File: src/rtl/irq_gateway.sv
// Per-source interrupt gateway: synchronises raw lines, qualifies them as level or
// rising-edge, and holds one outstanding request per source until claim and completion.
module irq_gateway #(
  parameter int SOURCES     = 32,
  parameter int SYNC_STAGES = 2,
  parameter int MAX_PENDING = 3,
  localparam int IdW        = (SOURCES > 1) ? $clog2(SOURCES) : 1
) (
  input  logic               clk_i,
  input  logic               rst_i,
  input  logic [SOURCES-1:0] irq_raw_i,
  input  logic [SOURCES-1:0] edge_mode_i,
  input  logic               claim_valid_i,
  input  logic [IdW-1:0]     claim_id_i,
  input  logic               complete_valid_i,
  input  logic [IdW-1:0]     complete_id_i,
  output logic [SOURCES-1:0] irq_sources_o,
  output logic [SOURCES-1:0] inflight_o
);

  localparam int CntW = $clog2(MAX_PENDING + 1);

  typedef logic [CntW-1:0] cnt_t;
  typedef enum logic [1:0] {IDLE, REQ, INFLIGHT} state_e;

  localparam cnt_t CntMax = cnt_t'(MAX_PENDING);
  localparam cnt_t CntOne = cnt_t'(1);

  logic [SYNC_STAGES-1:0][SOURCES-1:0] sync_q, sync_d;
  logic [SOURCES-1:0] s, s_q, s_d, edge_det;
  logic [SOURCES-1:0] claim_hit, complete_hit, cnt_inc;
  state_e state_q [SOURCES];
  state_e state_d [SOURCES];
  cnt_t   cnt_q   [SOURCES];
  cnt_t   cnt_d   [SOURCES];

  assign s        = sync_q[SYNC_STAGES-1];
  assign edge_det = s & ~s_q;

  always_comb begin
    sync_d = {sync_q[SYNC_STAGES-2:0], irq_raw_i};
    s_d    = s;
  end

  // IDs at or above SOURCES never match any loop index, so they fall out naturally.
  always_comb begin
    for (int i = 0; i < SOURCES; i++) begin
      claim_hit[i]    = claim_valid_i    && (claim_id_i    == IdW'(i));
      complete_hit[i] = complete_valid_i && (complete_id_i == IdW'(i));
      cnt_inc[i]      = edge_det[i] && (cnt_q[i] != CntMax);
    end
  end

  always_comb begin
    for (int i = 0; i < SOURCES; i++) begin
      // NOTE: every output of this block gets a default first, so no path leaves it unassigned and no latch is inferred.
      state_d[i] = state_q[i];
      cnt_d[i]   = cnt_q[i];
      case (state_q[i])
        IDLE: begin
          if (edge_mode_i[i]) begin
            if (edge_det[i]) begin
              state_d[i] = REQ;
            end else if (cnt_q[i] != '0) begin
              state_d[i] = REQ;
              cnt_d[i]   = cnt_q[i] - CntOne;
            end
          end else if (s[i]) begin
            state_d[i] = REQ;
          end
        end
        REQ: begin
          // A simultaneous complete is ignored here: it only matters in INFLIGHT.
          if (claim_hit[i]) state_d[i] = INFLIGHT;
          if (cnt_inc[i])   cnt_d[i]   = cnt_q[i] + CntOne;
        end
        INFLIGHT: begin
          if (complete_hit[i] && (edge_mode_i[i] ? (cnt_q[i] != '0) : s[i])) begin
            state_d[i] = REQ;
            if (!edge_det[i]) cnt_d[i] = cnt_q[i] - CntOne;
          end else begin
            if (complete_hit[i]) state_d[i] = IDLE;
            if (cnt_inc[i])      cnt_d[i]   = cnt_q[i] + CntOne;
          end
        end
        default: state_d[i] = IDLE;
      endcase
      if (!edge_mode_i[i]) cnt_d[i] = '0;
    end
  end

  // NOTE: every flop here, including the per-source arrays, is cleared by the async reset so outputs drop immediately.
  always_ff @(posedge clk_i or posedge rst_i) begin
    if (rst_i) begin
      sync_q <= '0;
      s_q    <= '0;
      for (int i = 0; i < SOURCES; i++) begin
        state_q[i] <= IDLE;
        cnt_q[i]   <= '0;
      end
    end else begin
      // NOTE: non-blocking assignments keep every flop sampling pre-edge values.
      sync_q <= sync_d;
      s_q    <= s_d;
      for (int i = 0; i < SOURCES; i++) begin
        state_q[i] <= state_d[i];
        cnt_q[i]   <= cnt_d[i];
      end
    end
  end

  always_comb begin
    for (int i = 0; i < SOURCES; i++) begin
      irq_sources_o[i] = (state_q[i] == REQ);
      inflight_o[i]    = (state_q[i] == INFLIGHT);
    end
  end

endmodule
File: config.mk
export PLATFORM = sky130hd
export DESIGN_NAME = irq_gateway
export DESIGN_NICKNAME = d
export VERILOG_FILES = /design/src/rtl/irq_gateway.sv
export SDC_FILE = /design/constraint.sdc
export NUM_CORES = 1
export LEC_CHECK = 0
export ABC_CLOCK_PERIOD_IN_PS = 9350
export BUFFER_PORTS_ARGS = -buffer_cell sky130_fd_sc_hd__buf_2
export CAP_MARGIN = 20
export CORE_ASPECT_RATIO = 1.1
export CORE_MARGIN = 2
export CORE_UTILIZATION = 35
export CTS_BUF_LIST = sky130_fd_sc_hd__clkbuf_4 sky130_fd_sc_hd__clkbuf_8
export DETAILED_ROUTE_END_ITERATION = 12
export SYNTH_ARGS = -nofsm -noshare
export SYNTH_HDL_FRONTEND = slang
export SYNTH_SLANG_ARGS = --single-unit
File: constraint.sdc
create_clock -name clk_i -period 9.35 [get_ports clk_i]
set_input_delay 2.3375 -clock clk_i [delete_from_list [all_inputs] [get_ports clk_i]]
set_output_delay 2.3375 -clock clk_i [all_outputs]
set_load 0.02 [all_outputs]
* After elaboration in Yosys (flattened, before gate mapping)
Index checks and enable logic that the tools add are counted.
W data, S select, Z words.
** Operators by class
- $add $sub $neg :: 64
- $mul :: 0
- Div/mod/pow operators :: 0
- Order comparisons :: 0
- Equal/unequal tests :: 414
- Shifts and indexed selects :: 0
- Muxes and demuxes :: 512
- Bitwise logic cells :: 2
- Reductions and logical operators :: 258
** Operators with widths (number)
- $mux W2 :: 416
- $pmux W2 S3 :: 64
- $ne A3 B3 Y1 const B :: 96
- $ne A4 B4 Y1 const B :: 64
- $reduce_and A4 Y1 :: 64
- $eq A5 B5 Y1 const B :: 32
- $logic_and A1 B1 Y1 :: 128
- $ne A4 B1 Y1 const B :: 32
- $ne A3 B1 Y1 const B :: 32
- $eq A5 B4 Y1 const B :: 16
- $add A2 B1 Y2 const B :: 32
- $eq A2 B1 Y1 const B :: 32
- $eq A2 B2 Y1 const B :: 32
- $logic_not A2 Y1 :: 32
- $ne A2 B1 Y1 const B :: 32
- $ne A2 B2 Y1 const B :: 32
- $reduce_bool A2 Y1 :: 32
- $sub A2 B1 Y2 const B :: 32
- $eq A5 B3 Y1 const B :: 8
- $and A32 B32 Y32 :: 1
- $mux W1 :: 32
- $not A32 Y32 :: 1
- $eq A5 B2 Y1 const B :: 4
- $eq A5 B1 Y1 const B :: 2
- $logic_not A5 Y1 :: 2
** Word-level totals
- Register bits :: 224
- Bits in latches :: 0
- Bits in writable memories :: 0
- Memory bits (read-only) :: 0
- Output and inout port bits :: 64
- Word-level logic and storage cells :: 1317
- Memories :: 0

* Logic depth before layout (Yosys ltp)
Gate-level depths: netlist (run 1).
- Word-level depth :: 7
- Gate-level depth with buffers :: 8
- Depth with buffers taken out :: 7

* Worst setup path after synthesis (run 1)
Ideal clock, no wire load.
- Path kind :: input port to flip-flop
- Start point :: input complete_id_i[2]
- End point :: register cnt_q[25] (netlist name)
- Library setup time :: 0.137 ns
- Arrival time :: 3.966 ns
- Slack :: 5.247 ns
- Cell stages on the path :: 7
- Path buffers :: 2
- Cells stage by stage :: buf_2 > or2_1 > buf_2 > a2111oi_4 > mux2_2 > a222oi_1 > a21oi_1
** Between the ends
- Word-level cells in the longest chain between the ends :: 6
** RTL lines
- start: declaration :: line 16 : input logic [IdW-1:0] complete_id_i,
- $eq A5 B5 Y1 * :: line 49 : complete_hit[i] = complete_valid_i && (complete_id_i == IdW'(i));
- $logic_and A1 B1 Y1 * :: line 49
- $logic_and A1 B1 Y1 * :: line 78 : if (complete_hit[i] && (edge_mode_i[i] ? (cnt_q[i] != '0) : s[i])) begin
- $mux W2 :: line 78
- $pmux W2 S3 :: line 59 : case (state_q[i])
- $mux W2 :: line 88 : if (!edge_mode_i[i]) cnt_d[i] = '0;
- end signal: indexed assignment :: line 107 : cnt_q[i] <= cnt_d[i];
- end: declaration :: line 34 : cnt_t cnt_q [SOURCES];
Mark *: on every way between the ends. The rest lies on a longest branch, timed or not.
A chain may end at the register's enable or synchronous reset.

* Worst setup path in the final report (run 1)
- Start point :: register state_q[23] (netlist name)
- End point :: output irq_sources_o[20]
** Between the ends
- Word-level cells in the longest chain between the ends :: 1
** RTL lines
- start: declaration :: line 32 : state_e state_q [SOURCES];
- start signal: indexed assignment :: line 106 : state_q[i] <= state_d[i];
- $eq A2 B1 Y1 :: line 114 : irq_sources_o[i] = (state_q[i] == REQ);
- end: declaration :: line 17 : output logic [SOURCES-1:0] irq_sources_o,
Every way passes these cells.

==> out/metrics.cfg, run 1 <==
[floorplan]
io_pins=142
coreArea_um2=47720
floorplan.rows=84
die_w_um=213.4
die_area_um2=50010
initial_utilization_pct=35.38
die_span_y_um=234.3

[clocking]
cts_max_level=2
cts_tree=built
hold_buffers_post_cts=0
clock_sink_count=224
clock_latency_ps=610
cts_resized=0
post-cts-setup-buffer-count=0
clk_path_buf_depth=3
cts.root.buffer_cell=clkbuf_8
clock_pin_slew_of_the_registers_on_the_worst_case_setup_and_hold_paths_ps=60
number_of_clock_buffers_inserted_by_tritoncts=45

[final_layout]
final_common_cell=dfrtp_1
net_count_reported_at_finish=2261
multi_input_gate_area_in_the_final_layout_um2=10080
nFillCells=4799
fraction_of_layout_cells_with_a_size_suffix_above_1_pct=15.89
mostFrequentLayoutCells=224 x dfrtp_1, 212 x inv_1, 192 x ha_1
ff_latch_area_um2=5605
area_growth_syn_to_layout_pct=12.99
final_core_utilization_pct=39.98

[sta]
clock.fmax_mhz=245.1
timing_hold_violations_final=0
final.period_utilization_pct=43.63
relSlewSlack_pct=39.25
slew_viol_final=0
final-setup-viol-count=0
fin_skew_ps=20.00
max_slew.worst_pin.slew_ps=909.3
grt_setup_unrepaired=no
finalWorstPathRequiredPeriod_ps=4079
setup_tns_ps=0

[grt]
maximum_number_of_pins_on_one_net_before_global_route_repair=80
groute.usage.overall_pct=18.44
vias_in_the_first_global_route=14390
antenna_found_initial=9
grt-ovfl-total=0
first_pass_grt_wire_length_um=74000

[placed_design]
numPortBuffers=141
post-dp-hpwl_um=34590
place_congestion=0.8813

[synthesis]
synth.top_cell.area_share_pct=33.20
synth_area_per_cell_um2=9.081
syn_area_um2=16880
synth_area_leader_cell=dfrtp_1
postSynth.topFlopCell=dfrtp_1
ys.warnings.count=0
synth.area.top_cells=dfrtp_1 33%, ha_1 14%, inv_1 4.7%
number_of_flops_mapped_to_enable_cells_by_yosys=0
postSynthNetCount=2129
postSynthCellCount=1859
flops_latches_synth=224
fraction_of_registers_with_async_set_reset_pct=100.0
synth.distinct_cells=91
seq_area_frac_synth_pct=33.20

[worst_setup_path]
cp_cell_sequence=inv_1, ha_1, buf_2
crit_slowest_cell=dfrtp_1
path_delay_family=flip-flops
cpPeakStageDelay_ps=420
setup.worst_path.start_class=register
cp_endpoint_kind=output pin
cp.buffers_inverters=2
cp_data_required_time_ps=7010
worstPathMaxFanout=8
type_of_the_setup_path_with_the_least_slack=reg2out
cp_data_arrival_time_ps=1740

[drt]
drc_errors=0
route.final.wire_length_um=45810
post_drt_wl_per_cell_um=17.13
drt_iter0_drc=981
drtAntennaViolNets=0
drt_pass1_iterations=5
route.detailed.vias_per_inst=5.447
vias=14570

[power]
peakVddDrop_uv=130.9
power_per_cell_area_nw_per_um2=290.5
power.static_leakage_nw=8.597

[worst_hold_path]
hold_path_class=reg2reg

[job]
drv_cap=0

[outcome]
run_status=completed

==> registers in the layout, indices dropped and copies added, names as in the netlist <==
register  cells
state_q      64
sync_d       32
cnt_q        64
s_q          32
s            32
==> power breakdown <==
group / internal [mW] / total (mW) / switching, mW
sequential: 1.21 / 1.45 / 0.234
combinational: 1.26 / 2.98 / 1.72
clock: 0.648 / 1.11 / 0.467
total: 3.12 / 5.54 / 2.42
==> layout make-up <==
type                       instances  share of cell area, %
antenna                            3                0.03935
clock buffer                      75                  5.051
clock inverter                     8                 0.2230
inverter                         213                  4.231
multi-input combinational       1359                  52.87
sequential                       224                  29.38
tap                              645                  4.231
timing repair buffer             148                  3.975
==> synth_stat cells (all sizes together), types with 19 or more instances <==
cell and n:
dfrtp 224, inv 213, ha 192, o21ai 140, nand2 133, a21oi 112, nor2 100, nand2b 49
nor2b 47, nand3 46, buf 45, mux2 37, nor3 25, a21boi 24, nor3b 24, o22a 21
o31ai 21, a2111oi 20, o2111ai 20, o211ai 19
==> stage by stage <==
stage | setup slack (ps) | power, mW | std cells | cell area, um2 | hold slack, ps
after floorplan | 878.0 | 3.812 | 1859 | 16880 | 331.2
after global placement | 4866 | 4.353 | 2589 | 18060 | 332.5
after detailed placement | 4805 | 4.425 | 2589 | 18060 | 334.7
after CTS | 5230 | 5.584 | 2672 | 19070 | 332.7
after global routing | 5163 | 6.044 | 2672 | 19070 | 351.1
final | 5271 | 5.542 | 2675 | 19080 | 338.2
==> logic make-up (layout without fill, tap and decap cells) <==
| logic type | after synthesis | count (layout) | share of synthesized area (%) |
|---|---|---|---|
| AOI/OAI and AO/OA | 582 | 582 | 24.88 |
| adders and majority gates | 192 | 192 | 14.23 |
| buffers and inverters | 276 | 444 | 7.063 |
| DFF | 224 | 224 | 33.20 |
| muxes | 54 | 54 | 3.476 |
| other | 0 | 3 | 0 |
| and+or+nand+nor | 531 | 531 | 17.15 |
==> final timing paths <==
kind                             start           endpoint  slack (ps)  cells past startpoint
setup / recovery           state_q[23]  irq_sources_o[20]        5270                      3
hold / removal              sync_d[52]              s[20]         340                      0
setup reg to reg              cnt_q[2]           cnt_q[2]        7230                      7
hold reg to reg             sync_d[52]              s[20]         340                      0
max in group asynchronous        rst_i          cnt_q[41]        5790                      4
min in group asynchronous        rst_i         sync_d[56]        1800                      2
==> per-layer routing <==
layer | vias up | GRT usage [%] | routed length (um)
met5 | - | 0 | 67
met4 | 10 | 7.183 | 1644
met3 | 101 | 4.982 | 3006
met2 | 375 | 31.07 | 21630
met1 | 7061 | 22.35 | 19470
li1 | 7025 | - | -
Power figures use the tool's default switching activity.
==> run 2: changes to the inputs <==
--- a/config.mk
+++ b/config.mk
@@ -5,7 +5,8 @@
 export SDC_FILE = /design/constraint.sdc
 export NUM_CORES = 1
 export LEC_CHECK = 0
-export ABC_CLOCK_PERIOD_IN_PS = 9350
+export ABC_AREA = 1
+export ABC_CLOCK_PERIOD_IN_PS = 3400
 export BUFFER_PORTS_ARGS = -buffer_cell sky130_fd_sc_hd__buf_2
 export CAP_MARGIN = 20
 export CORE_ASPECT_RATIO = 1.1
==> constraint.sdc (replaced) <==
create_clock -name clk_i -period 3.4 [get_ports clk_i]
set_input_delay 0.85 -clock clk_i [delete_from_list [all_inputs] [get_ports clk_i]]
set_output_delay 0.85 -clock clk_i [all_outputs]
set_load 0.02 [all_outputs]
==> out/metrics.cfg, run 2 <==
[power]
clock_power_share_pct=19.4  ; was 20.1%
internal_power_mw=8.250  ; was 3.119 mW
power.static_leakage_nw=11.15  ; was 8.597 nW
power_per_cell_area_nw_per_um2=789.1  ; was 290.5 nW/um2
peakVddDrop_uv=301.7  ; was 130.9 uV
comb_power_share_pct=55.2  ; was 53.8%
switching_portion_of_total_power_pct=48.18  ; was 43.71%
power_frac_seq_pct=25.4  ; was 26.1%
reported_net_switching_power_mw=7.671  ; was 2.423 mW

[synthesis]
postSynthNetCount=2916  ; was 2129
synth.distinct_cells=36  ; was 91
syn_area_um2=17750  ; was 16880 um2
fraction_of_registers_with_async_set_reset_pct=100.0  ; unchanged
simple_gate_area_share_of_the_yosys_netlist_pct=34.14  ; was 17.15%
synth_mux_area_share_pct=0  ; was 3.476%
postSynth.topFlopCell=dfrtp_1  ; unchanged
synth.area.top_cells=dfrtp_1 32%, nand2_1 17%, ha_1 14%  ; was dfrtp_1 33%, ha_1 14%, inv_1 4.7%
synth.cells.most_frequent=819 x nand2_1, 484 x inv_1, 251 x nand3_1  ; was 224 x dfrtp_1, 213 x inv_1, 192 x ha_1
synth-xor-area-share_pct=0  ; unchanged
synthAdderAreaFrac_pct=13.53  ; was 14.23%
synth_area_per_cell_um2=6.709  ; was 9.081 um2
ys.warnings.count=0  ; unchanged
synth_top_family_by_area=simple AND/OR/NAND/NOR gates  ; was compound AO/OA/AOI/OAI gates
most_repeated_cell_in_the_gate_level_netlist_after_synthesis=nand2_1  ; was dfrtp_1
synth_compound_gate_area_share_pct=8.803  ; was 24.88%
flops_latches_synth=224  ; unchanged
synth.top_cell.area_share_pct=31.57  ; was 33.20%
postSynthCellCount=2646  ; was 1859
number_of_flops_mapped_to_enable_cells_by_yosys=0  ; unchanged
synth_area_leader_cell=dfrtp_1  ; unchanged
seq_area_frac_synth_pct=31.57  ; was 33.20%

[final_layout]
mostFrequentLayoutCells=819 x nand2_1, 483 x inv_1, 251 x nand3_1  ; was 224 x dfrtp_1, 212 x inv_1, 192 x ha_1
area_growth_syn_to_layout_pct=13.65  ; was 12.99%
top_regs=cnt_q: 64 flops, state_q: 64 flops  ; unchanged
final_core_utilization_pct=40.24  ; was 39.98%
net_count_reported_at_finish=3077  ; was 2261
fraction_of_layout_cells_with_a_size_suffix_above_1_pct=10.18  ; was 15.89%
final_common_cell=nand2_1  ; was dfrtp_1

[worst_setup_path]
worstPathMaxFanout=7  ; was 8
cp_data_arrival_time_ps=1730  ; was 1740 ps
critical_path.reg2reg.startpoint=cnt_q[48]  ; was cnt_q[2]
worst_setup_path_startpoint=state_q[38]  ; was state_q[23]
cp_data_required_time_ps=2550  ; was 7010 ps
cp_endpoint_kind=output pin  ; unchanged
setup.worst_path.start_class=register  ; unchanged
type_of_the_setup_path_with_the_least_slack=reg2out  ; unchanged

[sta]
fin_skew_ps=23.88  ; was 20.00 ps
clock.fmax_mhz=388.1
final-setup-viol-count=0  ; unchanged
slew_viol_final=0  ; unchanged
timing_hold_violations_final=0  ; unchanged
setup_tns_ps=0  ; unchanged
grt_setup_unrepaired=no  ; unchanged
finalWorstPathRequiredPeriod_ps=2577
final.period_utilization_pct=75.79
max_slew.worst_pin.slew_ps=884.0  ; was 909.3 ps
relSlewSlack_pct=40.93  ; was 39.25%

[clocking]
cts_max_level=2  ; unchanged
cts.root.buffer_cell=clkbuf_8  ; unchanged
clk_path_buf_depth=3  ; unchanged
cts_tree=built  ; unchanged
hold_buffers_post_cts=0  ; unchanged
clock_sink_count=224  ; unchanged
post-cts-setup-buffer-count=0  ; unchanged
cts_resized=0  ; unchanged
number_of_clock_buffers_inserted_by_tritoncts=46  ; was 45
clock_pin_slew_of_the_registers_on_the_worst_case_setup_and_hold_paths_ps=60  ; about the same
clock_latency_ps=630  ; was 610 ps

[floorplan]
floorplan.rows=86  ; was 84
die_span_y_um=240.2  ; was 234.3 um
die_area_um2=52540  ; was 50010 um2
io_pins=142  ; unchanged
coreArea_um2=50140  ; was 47720 um2
die_w_um=218.7  ; was 213.4 um
initial_utilization_pct=35.41  ; was 35.38%

[placed_design]
numPortBuffers=141  ; unchanged
place_congestion=0.9213  ; was 0.8813
post-dp-hpwl_um=36860  ; was 34590 um

[drt]
route.detailed.vias_per_inst=4.810  ; was 5.447
drt_pass1_iterations=6  ; was 5
vias=16850  ; was 14570
drtAntennaViolNets=0  ; unchanged
post_drt_wl_per_cell_um=13.51  ; was 17.13 um
route.final.wire_length_um=47330  ; was 45810 um
drc_errors=0  ; unchanged
drt_iter0_drc=928  ; was 981

[grt]
antenna_found_initial=5  ; was 9
first_pass_grt_wire_length_um=77680  ; was 74000 um
vias_in_the_first_global_route=16120  ; was 14390
grt-ovfl-total=0  ; unchanged
groute.usage.overall_pct=18.16  ; was 18.44%
maximum_number_of_pins_on_one_net_before_global_route_repair=40  ; was 80

[worst_hold_path]
hold_path_class=in2reg  ; was reg2reg
hold_start=irq_raw_i[29]  ; was sync_d[52]

[outcome]
run_status=completed  ; unchanged

[job]
drv_cap=0  ; unchanged

## run 2: area by class of cell
class / instances / area, um2
diodes: 2 / 5.005
clock buffers: 73 / 929.6
clock inverters: 8 / 67.56
fillers: 5258 / 29970
inverters: 489 / 1839
multi-input cells: 1892 / 10030
flip-flops and latches: 224 / 5605
well taps: 660 / 825.8
repair buffers: 154 / 878.3
## run 2: cell families after synthesis
kind of cell               after synthesis
and+or+nand+nor                       1414
buffers and inverters                  530
AOI/OAI and AO/OA                      286
DFF                                    224
adders and majority gates              192
## run 2: stage by stage
stage | setup WS [ps] | area, um2 | hold slack, ps | total power [mW] | instances
after floorplan | -374.0 | 17760 | 331.2 | 10.85 | 2646
after global placement | 913.2 | 19170 | 332.0 | 12.67 | 3419
after detailed placement | 863.2 | 19170 | 334.7 | 12.84 | 3419
after CTS | 789.0 | 20170 | 273.1 | 16.07 | 3500
after global routing | 744.8 | 20170 | 300.0 | 17.67 | 3501
final | 823.1 | 20180 | 326.2 | 15.92 | 3502
## run 2: final timing paths
path / to / slack [ps] / cells after the start
max reg2reg: state_q[49] / 1460 / 6
min in group asynchronous: cnt_q[5] / 390 / 2
min reg2reg: s[10] / 340 / 0
max: inflight_o[12] / 820 / 3
max in group asynchronous: cnt_q[29] / 2280 / 3
min: sync_d[61] / 330 / 1
## run 2: routing by layer
metal / share of wire (%) / vias up / global-route usage (%)
li1: - / 8615 / -
met1: 43 / 7699 / 21.66
met2: 47 / 414 / 31.16
met3: 6.4 / 109 / 4.276
met4: 3.4 / 8 / 7.719
met5: 0.12 / - / 0
## run 2: worst max-delay path: stages (launching register included)
cell and delay, ps:
dfrtp_1 410, inv_1 90, ha_1 310, buf_2 280
## run 2: power by group through the flow
stage          logic (mW)  clock network [mW]  registers, mW
6_report             8.80                3.08           4.04
2_1_floorplan        6.96                   0           3.89
4_1_cts              8.81                3.22           4.04
3_5_place_dp         8.77                   0           4.07
5_1_grt              10.2                3.33           4.15
3_3_place_gp         8.62                   0           4.04
==> run 3: changes to the inputs <==
--- a/config.mk
+++ b/config.mk
@@ -5,8 +5,8 @@
 export SDC_FILE = /design/constraint.sdc
 export NUM_CORES = 1
 export LEC_CHECK = 0
-export ABC_AREA = 1
-export ABC_CLOCK_PERIOD_IN_PS = 3400
+export ABC_AREA = 0
+export ABC_CLOCK_PERIOD_IN_PS = 2550
 export BUFFER_PORTS_ARGS = -buffer_cell sky130_fd_sc_hd__buf_2
 export CAP_MARGIN = 20
 export CORE_ASPECT_RATIO = 1.1
==> constraint.sdc (replaced) <==
create_clock -name clk_i -period 2.55 [get_ports clk_i]
set_input_delay 0.6375 -clock clk_i [delete_from_list [all_inputs] [get_ports clk_i]]
set_output_delay 0.6375 -clock clk_i [all_outputs]
set_load 0.02 [all_outputs]
==> out/metrics.cfg, run 3 (synthesized netlist as in run 1, its figures left out) <==
[outcome]
run_status=completed  ; unchanged

[drt]
vias=14670  ; was 16850
route.detailed.vias_per_inst=5.378  ; was 4.810
drtAntennaViolNets=0  ; unchanged
drt_pass1_iterations=6  ; unchanged
drc_errors=0  ; unchanged
drt_iter0_drc=1017  ; was 928
post_drt_wl_per_cell_um=16.98  ; was 13.51 um
route.final.wire_length_um=46320  ; was 47330 um

[sta]
clock.fmax_mhz=414.9
setup_tns_ps=0  ; unchanged
max_slew.worst_pin.slew_ps=781.3  ; was 884.0 ps
final-setup-viol-count=0  ; unchanged
finalWorstPathRequiredPeriod_ps=2410
final.period_utilization_pct=94.51
fin_skew_ps=30.07  ; was 23.88 ps
timing_hold_violations_final=0  ; unchanged
slew_viol_final=0  ; unchanged
relSlewSlack_pct=47.25  ; was 40.93%
grt_setup_unrepaired=no  ; unchanged

[final_layout]
area_growth_syn_to_layout_pct=15.96  ; was 13.65%
final_common_cell=dfrtp_1  ; was nand2_1
ff_latch_area_um2=5605  ; unchanged
nFillCells=4772  ; was 5258
finish.instance_area_um2=19580  ; was 20180 um2
multi_input_gate_area_in_the_final_layout_um2=10080  ; was 10030 um2
top_regs=cnt_q: 64 flops, state_q: 64 flops  ; unchanged
net_count_reported_at_finish=2316  ; was 3077
mostFrequentLayoutCells=224 x dfrtp_1, 212 x inv_1, 192 x ha_1  ; was 819 x nand2_1, 483 x inv_1, 251 x nand3_1
fraction_of_layout_cells_with_a_size_suffix_above_1_pct=17.95  ; was 10.18%

[clocking]
hold_buffers_post_cts=0  ; unchanged
number_of_clock_buffers_inserted_by_tritoncts=45  ; was 46
cts_resized=0  ; unchanged
clk_path_buf_depth=3  ; unchanged
post-cts-setup-buffer-count=0  ; unchanged
clock_pin_slew_of_the_registers_on_the_worst_case_setup_and_hold_paths_ps=60  ; about the same
cts_tree=built  ; unchanged
clock_latency_ps=620  ; was 630 ps
cts.root.buffer_cell=clkbuf_8  ; unchanged
clock_sink_count=224  ; unchanged
cts_max_level=2  ; unchanged

[worst_setup_path]
cp_data_required_time_ps=1910  ; was 2550 ps
rrSetupSlack_ps=400  ; was 1460 ps
critical_path.reg2reg.startpoint=state_q[2]  ; was cnt_q[48]
setup.worst_path.start_class=register  ; unchanged
cp_data_arrival_time_ps=1770  ; was 1730 ps
depth_of_the_worst_register_to_register_path=7  ; was 6
worstReg2RegEnd=cnt_q[2]  ; was state_q[49]
cp_endpoint_kind=output pin  ; unchanged
type_of_the_setup_path_with_the_least_slack=reg2out  ; unchanged
worstPathMaxFanout=7  ; unchanged

[power]
power.static_leakage_nw=8.892  ; was 11.15 nW
power_per_cell_area_nw_per_um2=1044  ; was 789.1 nW/um2
peakVddDrop_uv=503.7  ; was 301.7 uV
design_power_total_mw=20.44  ; was 15.92 mW

[placed_design]
place_congestion=0.9023  ; was 0.9213
detailed_place.area_um2=18600  ; was 19170 um2
numPortBuffers=141  ; unchanged
post-dp-hpwl_um=35450  ; was 36860 um

[floorplan]
initial_utilization_pct=35.38  ; was 35.41%
die_span_y_um=234.3  ; was 240.2 um
die_area_um2=50010  ; was 52540 um2
floorplan.rows=84  ; was 86
coreArea_um2=47720  ; was 50140 um2
die_w_um=213.4  ; was 218.7 um
io_pins=142  ; unchanged

[grt]
groute.usage.overall_pct=18.69  ; was 18.16%
busiest_layer=met2  ; unchanged
antenna_found_initial=11  ; was 5
groute.layer.met2.usage_pct=31.43  ; was 31.16%
maximum_number_of_pins_on_one_net_before_global_route_repair=46  ; was 40
grt.met3_usage_pct=5.410  ; was 4.276%
grt-ovfl-total=0  ; unchanged
vias_in_the_first_global_route=14680  ; was 16120
globalRouteMet1Util_pct=22.97  ; was 21.66%
first_pass_grt_wire_length_um=75300  ; was 77680 um

[worst_hold_path]
hold_path_class=in2async  ; was in2reg

[job]
drv_cap=0  ; unchanged

run 3: cell types whose count changed in the layout (fill, tap and decap cells not counted), sizes merged, moves of 41 or more:
| cell | previous run | this run |
|---|---|---|
| nand2 | 827 | 133 |
| inv | 487 | 214 |
| nand3 | 259 | 46 |
| nor2 | 238 | 100 |
| buf | 154 | 203 |
| nand2b | 0 | 49 |
| nor2b | 0 | 47 |
| nand4 | 54 | 13 |
run 3: layout make-up:
cell class,count,share of cell area (%)
antenna,5,0.06391
clock inverter,7,0.2301
inverter,213,4.103
multi-input combinational,1359,51.51
sequential,224,28.63
tap,645,4.122
clock buffer,72,4.710
timing repair buffer,203,6.621
run 3: critical path: stages (launching register included):
cell and delay [ps]:
dfrtp_1 410, inv_1 100, ha_1 390, buf_2 240
run 3: metrics by stage:
stage	hold slack, ps	util [%]	setup WS (ps)	cells
floorplan	331.2	-	-1012	1859
global placement	334.0	38.97	-97.48	2644
detailed placement	334.7	38.97	-67.59	2644
CTS	47.15	41.00	86.51	2723
global route	69.27	41.01	29.49	2725
finish	81.82	41.03	140.0	2728
run 3: layer usage:
metal,routed length [um],part of all wire [%]
met5,90,0.19
met4,1211,2.6
met3,3149,6.8
met2,21850,47
met1,20020,43
run 3: how the worst max path moves through the flow:
stage                                 from           endpoint
final                           state_q[9]  irq_sources_o[27]
after global routing            state_q[9]  irq_sources_o[27]
after CTS                      state_q[23]  irq_sources_o[20]
after detailed placement  complete_id_i[1]        state_q[12]
after global placement    complete_id_i[1]        state_q[12]
after floorplan                      rst_i           cnt_q[0]
run 3: report_power, final:
group | total, mW | switching, mW | internal [mW]
combinational | 11.1 | 6.38 | 4.75
clock | 4.01 | 1.72 | 2.29
sequential | 5.31 | 0.857 | 4.45
